File: config.mk
export PLATFORM = sky130hd
export DESIGN_NAME = or_and_selector
export DESIGN_NICKNAME = d
export VERILOG_FILES = /design/src/rtl/or_and_selector.sv
export SDC_FILE = /design/constraint.sdc
export NUM_CORES = 1
export LEC_CHECK = 0
export ABC_AREA = 1
export CORE_MARGIN = 3
export CORE_UTILIZATION = 34
export CTS_CLUSTER_SIZE = 25
export DETAILED_ROUTE_END_ITERATION = 8
export MAX_ROUTING_LAYER = met4
export PLACE_DENSITY = 0.83
export REMOVE_ABC_BUFFERS = 1
export SKIP_CTS_REPAIR_TIMING = 1
export SLEW_MARGIN = 10
export SYNTH_ARGS = -nofsm -noshare
export SYNTH_HDL_FRONTEND = slang
export SYNTH_SLANG_ARGS = --single-unit
export TNS_END_PERCENT = 20
File: constraint.sdc
create_clock -name clk -period 1.4 [get_ports clk]
set_input_delay 0.42 -clock clk [delete_from_list [all_inputs] [get_ports clk]]
set_output_delay 0.42 -clock clk [all_outputs]
set_load 0.05 [all_outputs]
File: src/rtl/or_and_selector.sv
// or_and_selector: registered 8-bit bitwise unit combining ui_in with uio_in.
// ui_in[7] picks the operation (0 = AND, 1 = OR). The result is registered,
// so there is exactly one clock of latency and no combinational path to uo_out.
// The bidirectional pins are used only as inputs, so their output side is tied off.
module or_and_selector (
  input  logic       clk,
  input  logic       rst_n,
  input  logic       ena,
  input  logic [7:0] ui_in,
  input  logic [7:0] uio_in,
  output logic [7:0] uo_out,
  output logic [7:0] uio_out,
  output logic [7:0] uio_oe
);

  logic       op_sel;
  logic [7:0] result_d;
  logic [7:0] result_q;

  assign op_sel = ui_in[7];

  // Select between bitwise OR and AND of the two operand buses.
  always_comb begin
    result_d = ui_in & uio_in;
    if (op_sel) begin
      result_d = ui_in | uio_in;
    end
  end

  // Result register: cleared immediately by reset, loads only on enabled edges.
  always_ff @(posedge clk or negedge rst_n) begin
    if (!rst_n) begin
      result_q <= 8'h00;
    end else if (ena) begin
      result_q <= result_d;
    end
  end

  assign uo_out  = result_q;
  assign uio_out = 8'h00;
  assign uio_oe  = 8'h00;

endmodule

==> results of run 1 <==
[through the flow]
step	setup slack [ns]	utilization, %	hold slack, ns	total power (W)	std cells
3_3_place_gp	0.0500	58.9	0.525	0.000676	119
3_5_place_dp	0.000888	58.9	0.535	0.000684	119
4_1_cts	0.127	60.5	0.431	0.000876	122
2_1_floorplan	0.380	-	0.124	0.000497	78
5_1_grt	0.0952	60.5	0.447	0.000917	122
6_report	0.140	60.5	0.431	0.000862	122
[cell type report]
cell class | instances | share of cell area (%)
Clock buffer | 3 | 2.66
Inverter | 3 | 1.33
Multi-Input combinational cell | 67 | 30.2
Sequential cell | 8 | 23.7
Tap cell | 15 | 2.22
Timing Repair Buffer | 26 | 39.9
[logic make-up (layout without fill, tap and decap cells)]
kind of cell    Yosys count  after routing  share of synthesized area, %
simple gates             50             50                          35.1
buf+inv                  20             32                          26.3
flops                     8              8                          37.0
other cells               1             16                         0.692
compound gates            1              1                         0.923
[final timing paths]
kind	startpoint	to	slack [ns]	cells past startpoint
max	uo_out[3]$_DFFE_PN0P_	uo_out[3]	0.14	1
min	rst_n	uo_out[7]$_DFFE_PN0P_	0.43	1
max reg2reg	uo_out[7]$_DFFE_PN0P_	uo_out[7]$_DFFE_PN0P_	0.72	2
min reg2reg	uo_out[1]$_DFFE_PN0P_	uo_out[1]$_DFFE_PN0P_	0.55	2
max in group asynchronous	rst_n	uo_out[5]$_DFFE_PN0P_	0.71	1
min in group clk	uo_out[1]$_DFFE_PN0P_	uo_out[1]$_DFFE_PN0P_	0.55	2
[report_power, final]
group          internal, W  switching (W)  leakage [nW]
sequential        0.000256      0.0000274        0.0981
combinational     0.000155       0.000241         0.338
clock            0.0000985      0.0000843        0.0138
total             0.000509       0.000352         0.450
[cell usage in the layout (no fill, tap or decap), drive strengths merged]
cell type       n
buf             9
dfrtp           8
nand2          36
clkdlybuf4s50  17
inv             3
conb           16
nor2           14
o21ai           1
clkbuf          3
[metal layers]
layer	up-vias	track usage (%)	part of all wire [%]
li1	260	-	-
met1	220	10.6	36
met2	33	23.1	50
met3	4	7.11	12
met4	0	6.82	2.1
met5	-	-	0
==> results.md, run 1 <==
- STA puts the critical path data required time at 0.98 ns.
- During placement, the flow inserted port buffers numbering 25.
- The die is 45.9 µm tall.
- The initial core utilization is 38.7%.
- Setup repair after global routing left no endpoint under its margin.
- The violation count after the first detailed-route iteration is 6.
- In the finished design, the share of the clock period the worst path needs comes to 90.0%.
- The buffer levels on the longest clock path is 2.
- The mean instance size in the synthesized netlist is 6.77 µm².
- Clock-pin slew was measured on the worst setup and hold paths at 0.05 ns.
- The root buffer cell chosen for the clock tree is clkbuf_4.
- The final HPWL from detailed placement is 952 µm.
- The areal power density over the cells is 1020 nW/µm².
- The arrival time at the worst endpoint is 0.84 ns.
- The cell area after layout is 846 µm².
- The layout cell share with drive strength beyond 1 is 13.1%.
- The die is 45.9 µm wide.
- The share of the synthesized area in the top cell type is 37.0%.
- The maximum level of the CTS H-tree is 1.
- The setup TNS is 0 ns.
- Dividing the detail-routed wire length by the instance count gives 9.84 µm.
- Across the run, the number of max-cap violations was 0.
- The worst ir drop on vdd is 0.705 mV.
- The routability-driven placement congestion ratio is 0.546.
- After synthesis, flip-flops and latches occupy 37.0% of the total area.
- The area enclosed by the die boundary is 2110 µm².
- The maximum number of pins on one net before global-route repair is 17.
- After global routing the overflow that remains totals 0.
- Wires add up to 1.20 mm.
- Counting I/O delays and the setup requirement, the final critical path takes 1.26 ns.
- The kind of critical path is reg -> out.
- The biggest area contributor in the post-synthesis netlist is dfrtp_1.
- The cell count after synthesis came out at 80.
- The count of final max-slew check failures was 0.
- The largest single stage delay on the critical path is 0.42 ns.
- The placeable core region is 1400 µm².
- The total routing resource utilization after global routing is 13.1%.
- During I/O placement, the number of pins put on the boundary was 43.
- The total count of hold-check failures in the final report is 0.
- The flow ran to the end, and the final reports show no timing, DRC or antenna violations.
- The via count of the first global-routing pass came to 411.
- The cell with the largest stage delay on the worst path is dfrtp_1.
- The total area of sequential cells is 200 µm².
- The area growth from synthesis to layout is 56.1%.
- In this run the worst path has a maximum fanout of 2.
- The number of buffers created by CTS is 3.
- The multi-input combinational cells in the finished layout cover a total of 255 µm².
- Ranked by total cell area, the synthesized netlist is headed by dfrtp_1, nand2_1, buf_4.
- The kind of cell adding the most delay to the critical path is flip-flops.
- The count of flip-flops with a built-in enable after synthesis is 0.
- By instance count, the leading cell after synthesis is nand2_1.
- The critical path goes through buf_12.
- The number of antenna violations at the first check in global routing is 0.
- The filler cell count is 120.
- Counting every sink on the clock net gives 8.
- The number of inserted diodes is 0.
- The number of core rows is 13.
- For this run, design rule violations remaining after detail routing come to 0.
- In the synthesized netlist the dominant register cell turns out to be dfrtp_1.
- The number of buffers and inverters on the critical path is 1.
- The mapped cell area is 542 µm².
- The first global-routing pass estimated 1.70 mm of wire.
- Across the routed clock network, the largest skew measured is 0 ns.
- The latest clock arrival within the worst-skew pair is 0.26 ns.
- Summed over all cells, the static leakage comes to 0.450 nW.
- The count of nets left with antenna violations once routing finished came out at 0.
- STA classifies the critical path startpoint as a flip-flop.
- The critical path endpoint category is a primary output.
- Once placement finished, the instance area stood at 823 µm².
- The worst hold path belongs to the class in -> async.
- The peak clock frequency supported by timing is 793 MHz.
- The routed layout has 517 vias.
- The Yosys step of the flow raised 0 warnings.
- The TritonCTS clock tree is built.
- The detailed-router iteration count before antenna repair is 4.
- After synthesis, the share of flip-flops with an asynchronous set or reset is 100%.
- In this run, distinct cell masters in the synthesized netlist total 10.
- Dividing the detail-routed via count by the number of cells gives 4.24.
- Setup violations remaining at the end of the flow were counted as 0.
- Counting instances in the post-synthesis netlist gives the leading cell types as nand2_1, buf_4, nor2_1, dfrtp_1, inv_1.
- After the last flow step, the layout net total stands at 128.
- The number of register bits inferred by synthesis is 8.
- The register with the most flip-flops in the layout has 8 of them.
No activity file was read; power rests on OpenSTA's default activity.
==> inputs of run 2 (changes only) <==
--- a/config.mk
+++ b/config.mk
@@ -8,6 +8,7 @@
 export ABC_AREA = 1
 export CORE_MARGIN = 3
 export CORE_UTILIZATION = 34
+export CTS_CLUSTER_DIAMETER = 100
 export CTS_CLUSTER_SIZE = 25
 export DETAILED_ROUTE_END_ITERATION = 8
 export MAX_ROUTING_LAYER = met4
==> results of run 2 <==
Same layout as run 1: the final DEF is identical, and so are final timing and power.
==> inputs of run 3 (changes only) <==
--- a/config.mk
+++ b/config.mk
@@ -11,7 +11,6 @@
 export CTS_CLUSTER_DIAMETER = 100
 export CTS_CLUSTER_SIZE = 25
 export DETAILED_ROUTE_END_ITERATION = 8
-export MAX_ROUTING_LAYER = met4
 export PLACE_DENSITY = 0.83
 export REMOVE_ABC_BUFFERS = 1
 export SKIP_CTS_REPAIR_TIMING = 1
@@ -19,4 +18,4 @@
 export SYNTH_ARGS = -nofsm -noshare
 export SYNTH_HDL_FRONTEND = slang
 export SYNTH_SLANG_ARGS = --single-unit
-export TNS_END_PERCENT = 20
+export TNS_END_PERCENT = 30
==> run 3 against run 2 <==
Clock-buffer cell count is the same. Die area is the same. Design area is the same. Clock power is essentially flat. Utilization is the same. Hold slack gained 0.00071 ns. Worst setup slack is essentially flat. Global-route usage shrank 0.37 points. Critical path type unchanged. Largest power group unchanged. Highest routed layer unchanged.
==> results.md, run 3 (synthesized netlist as in run 1, its figures left out) <==
- The library cell used most frequently in the layout, excluding fill and tap cells, is nand2_1.
- For flop-to-flop paths, the worst setup slack is 0.72 ns.
- After global routing the overflow that remains totals 0.
- For this run, the number of standard cells in the final layout without fillers is 122.
- At the worst endpoint, the required time is 0.98 ns.
- Once detail routing completed, the nets flagged for antenna violations numbered 0.
- Clock tree synthesis found a total of 8 sinks.
- Cells fill 60.5% of the core in the end.
- The detailed-router iteration count before antenna repair is 4.
- In this run the count of I/O pins placed on the die edge is 43.
- Counting the buffers created by CTS gives 3.
- The switching power total is 0.000352 W.
- The net count of the finished layout is 128.
- The total detailed-routing wirelength is 1.19 mm.
- The routed layout has 518 vias.
- Measured along the x axis, the die boundary spans 45.9 µm.
- In the routed design, unresolved DRC markers number 0.
- The arrival time at the worst endpoint is 0.84 ns.
- TritonCTS built the clock tree.
- The clock share of power is 21.2%.
- The time the final worst path needs with I/O delays and setup is 1.26 ns.
- The layout cell share with drive strength beyond 1 is 13.1%.
- Dividing the detail-routed wire length by the instance count gives 9.78 µm.
- Setup violations remaining at the end of the flow were counted as 0.
- For this design the static power due to leakage is 0.450 nW.
- The via count of the first global-routing pass was 415.
- The root buffer cell chosen for the clock tree is clkbuf_4.
- In this run the power density over the cells is 1020 nW/µm².
- The worst hold path class is in -> async.
- The area growth from synthesis to layout is 56.1%.
- The flow ran to the end, and the final reports show no timing, DRC or antenna violations.
- The minimum setup slack in the final design is 0.140 ns.
- The internal power consumption is 0.000509 W.
- The latest clock arrival within the worst-skew pair is 0.26 ns.
- The violation count after the first detailed-route iteration is 6.
- Including well taps, the total number of placed cells is 119.
- The number of core rows is 13.
- The number of inserted diodes is 0.
- The origin of the critical flop-to-flop path is uo_out[7]$_DFFE_PN0P_.
- The kind of cell with the highest combined delay along the critical path is flip-flops.
- Sequential cells burn 32.9% of the power.
- The clock-pin transition on the worst setup and hold timing paths is 0.05 ns.
- Combinational logic is responsible for 45.9% of the overall power.
- The max-cap violation count is 0.
- The HPWL after detailed placement is 952 µm.
- The maximum level of the CTS H-tree is 1.
- The critical path endpoint category is a primary output.
- Global routing consumed, over all layers together, 12.7% of the routing resources.
- The buffer levels on the longest clock path is 2.
- The number of buffer and inverter stages on the critical path is 1.
- The largest fanout of any net on the critical path is 2.
- After layout, the worst path uses 90.0% of the clock period.
- The worst register-to-register path ends at uo_out[7]$_DFFE_PN0P_.
- The peak clock frequency supported by timing is 793 MHz.
- The slowest stage of the critical path is the dfrtp_1 cell.
- In this design, the stage delay of the slowest critical-path cell is 0.42 ns.
- The kind of critical path is reg -> out.
- The register with the most flip-flops in the layout has 8 of them.
- Net switching is 40.9% of the power.
- The initial core utilization is 38.7%.
- The area enclosed by the die boundary is 2110 µm².
- Across the VDD grid, the largest voltage drop is 0.703 mV.
- Setup repair after global routing left no endpoint under its margin.
- The core region is 1400 µm².
- The critical path goes through buf_12.
- The library cells used most frequently in the layout, excluding fill and tap cells, are nand2_1, clkdlybuf4s50_1, conb_1, nor2_1.
- At the end of routability-driven placement, the weighted congestion stood at 0.544.
- Timing analysis after detailed placement gives a worst setup slack of 0.000888 ns.
- Measured in cells, the most critical reg-to-reg path has a length of 2.
- Dividing the detail-routed via count by the number of cells gives 4.25.
- The worst setup path is launched from a flip-flop.
- The count of final max-slew check failures is 0.
- The vertical extent of the die is 45.9 µm.
- The worst hold slack across all endpoints is 0.432 ns.
- On the final layout, the worst clock skew is 0 ns.
- During placement, the flow inserted port buffers numbering 25.
- The first global-routing pass estimated 1.69 mm of wire.
- The total count of hold-check failures in the final report is 0.
- The setup TNS is 0 ns.
- The maximum number of pins on one net before global-route repair is 17.
- The number of antenna violations at the first check in global routing is 0.
[run 3: cell counts in the layout (fill, tap and decap cells not counted)]
No cell type changed its count.
[run 3: layer usage]
layer  part of all wire (%)  up-vias  global-route usage [%]
li1                       -      260                       -
met1                     36      221                    10.6
met2                     49       32                    23.1
met5                      0        -                       0
met3                     13        5                    7.11
met4                    2.3        0                    6.82
[run 3: worst max path at each step]
stage	from	endpoint	slack [ns]	cells past startpoint
6_report	uo_out[3]$_DFFE_PN0P_	uo_out[3]	0.14	1
5_1_grt	uo_out[3]$_DFFE_PN0P_	uo_out[3]	0.1	1
4_1_cts	uo_out[6]$_DFFE_PN0P_	uo_out[6]	0.13	1
3_5_place_dp	ui_in[7]	uo_out[0]$_DFFE_PN0P_	0.0009	5
3_3_place_gp	ui_in[7]	uo_out[1]$_DFFE_PN0P_	0.05	5
2_1_floorplan	uo_out[0]$_DFFE_PN0P_	uo_out[0]	0.38	0
[run 3: metrics by stage]
stage               instance area [µm²]  power, W
floorplan                           467  0.000497
global placement                    823  0.000676
detailed placement                  823  0.000684
CTS                                 846  0.000876
global route                        846  0.000917
finish                              846  0.000861
[run 3: area by class of cell]
cell class	instances	area (µm²)
Clock buffer	3	22.5
Fill cell	120	553
Inverter	3	11.3
Multi-Input combinational cell	67	255
Sequential cell	8	200
Tap cell	15	18.8
Timing Repair Buffer	26	338
[run 3: power by group through the flow]
| stage | registers (W) | clock network (W) | logic [W] |
|---|---|---|---|
| finish | 0.000283 | 0.000183 | 0.000396 |
| global route | 0.000287 | 0.000215 | 0.000415 |
| CTS | 0.000283 | 0.000195 | 0.000398 |
| detailed placement | 0.000287 | 0 | 0.000398 |
| global placement | 0.000285 | 0 | 0.000391 |
| floorplan | 0.000358 | 0 | 0.000140 |
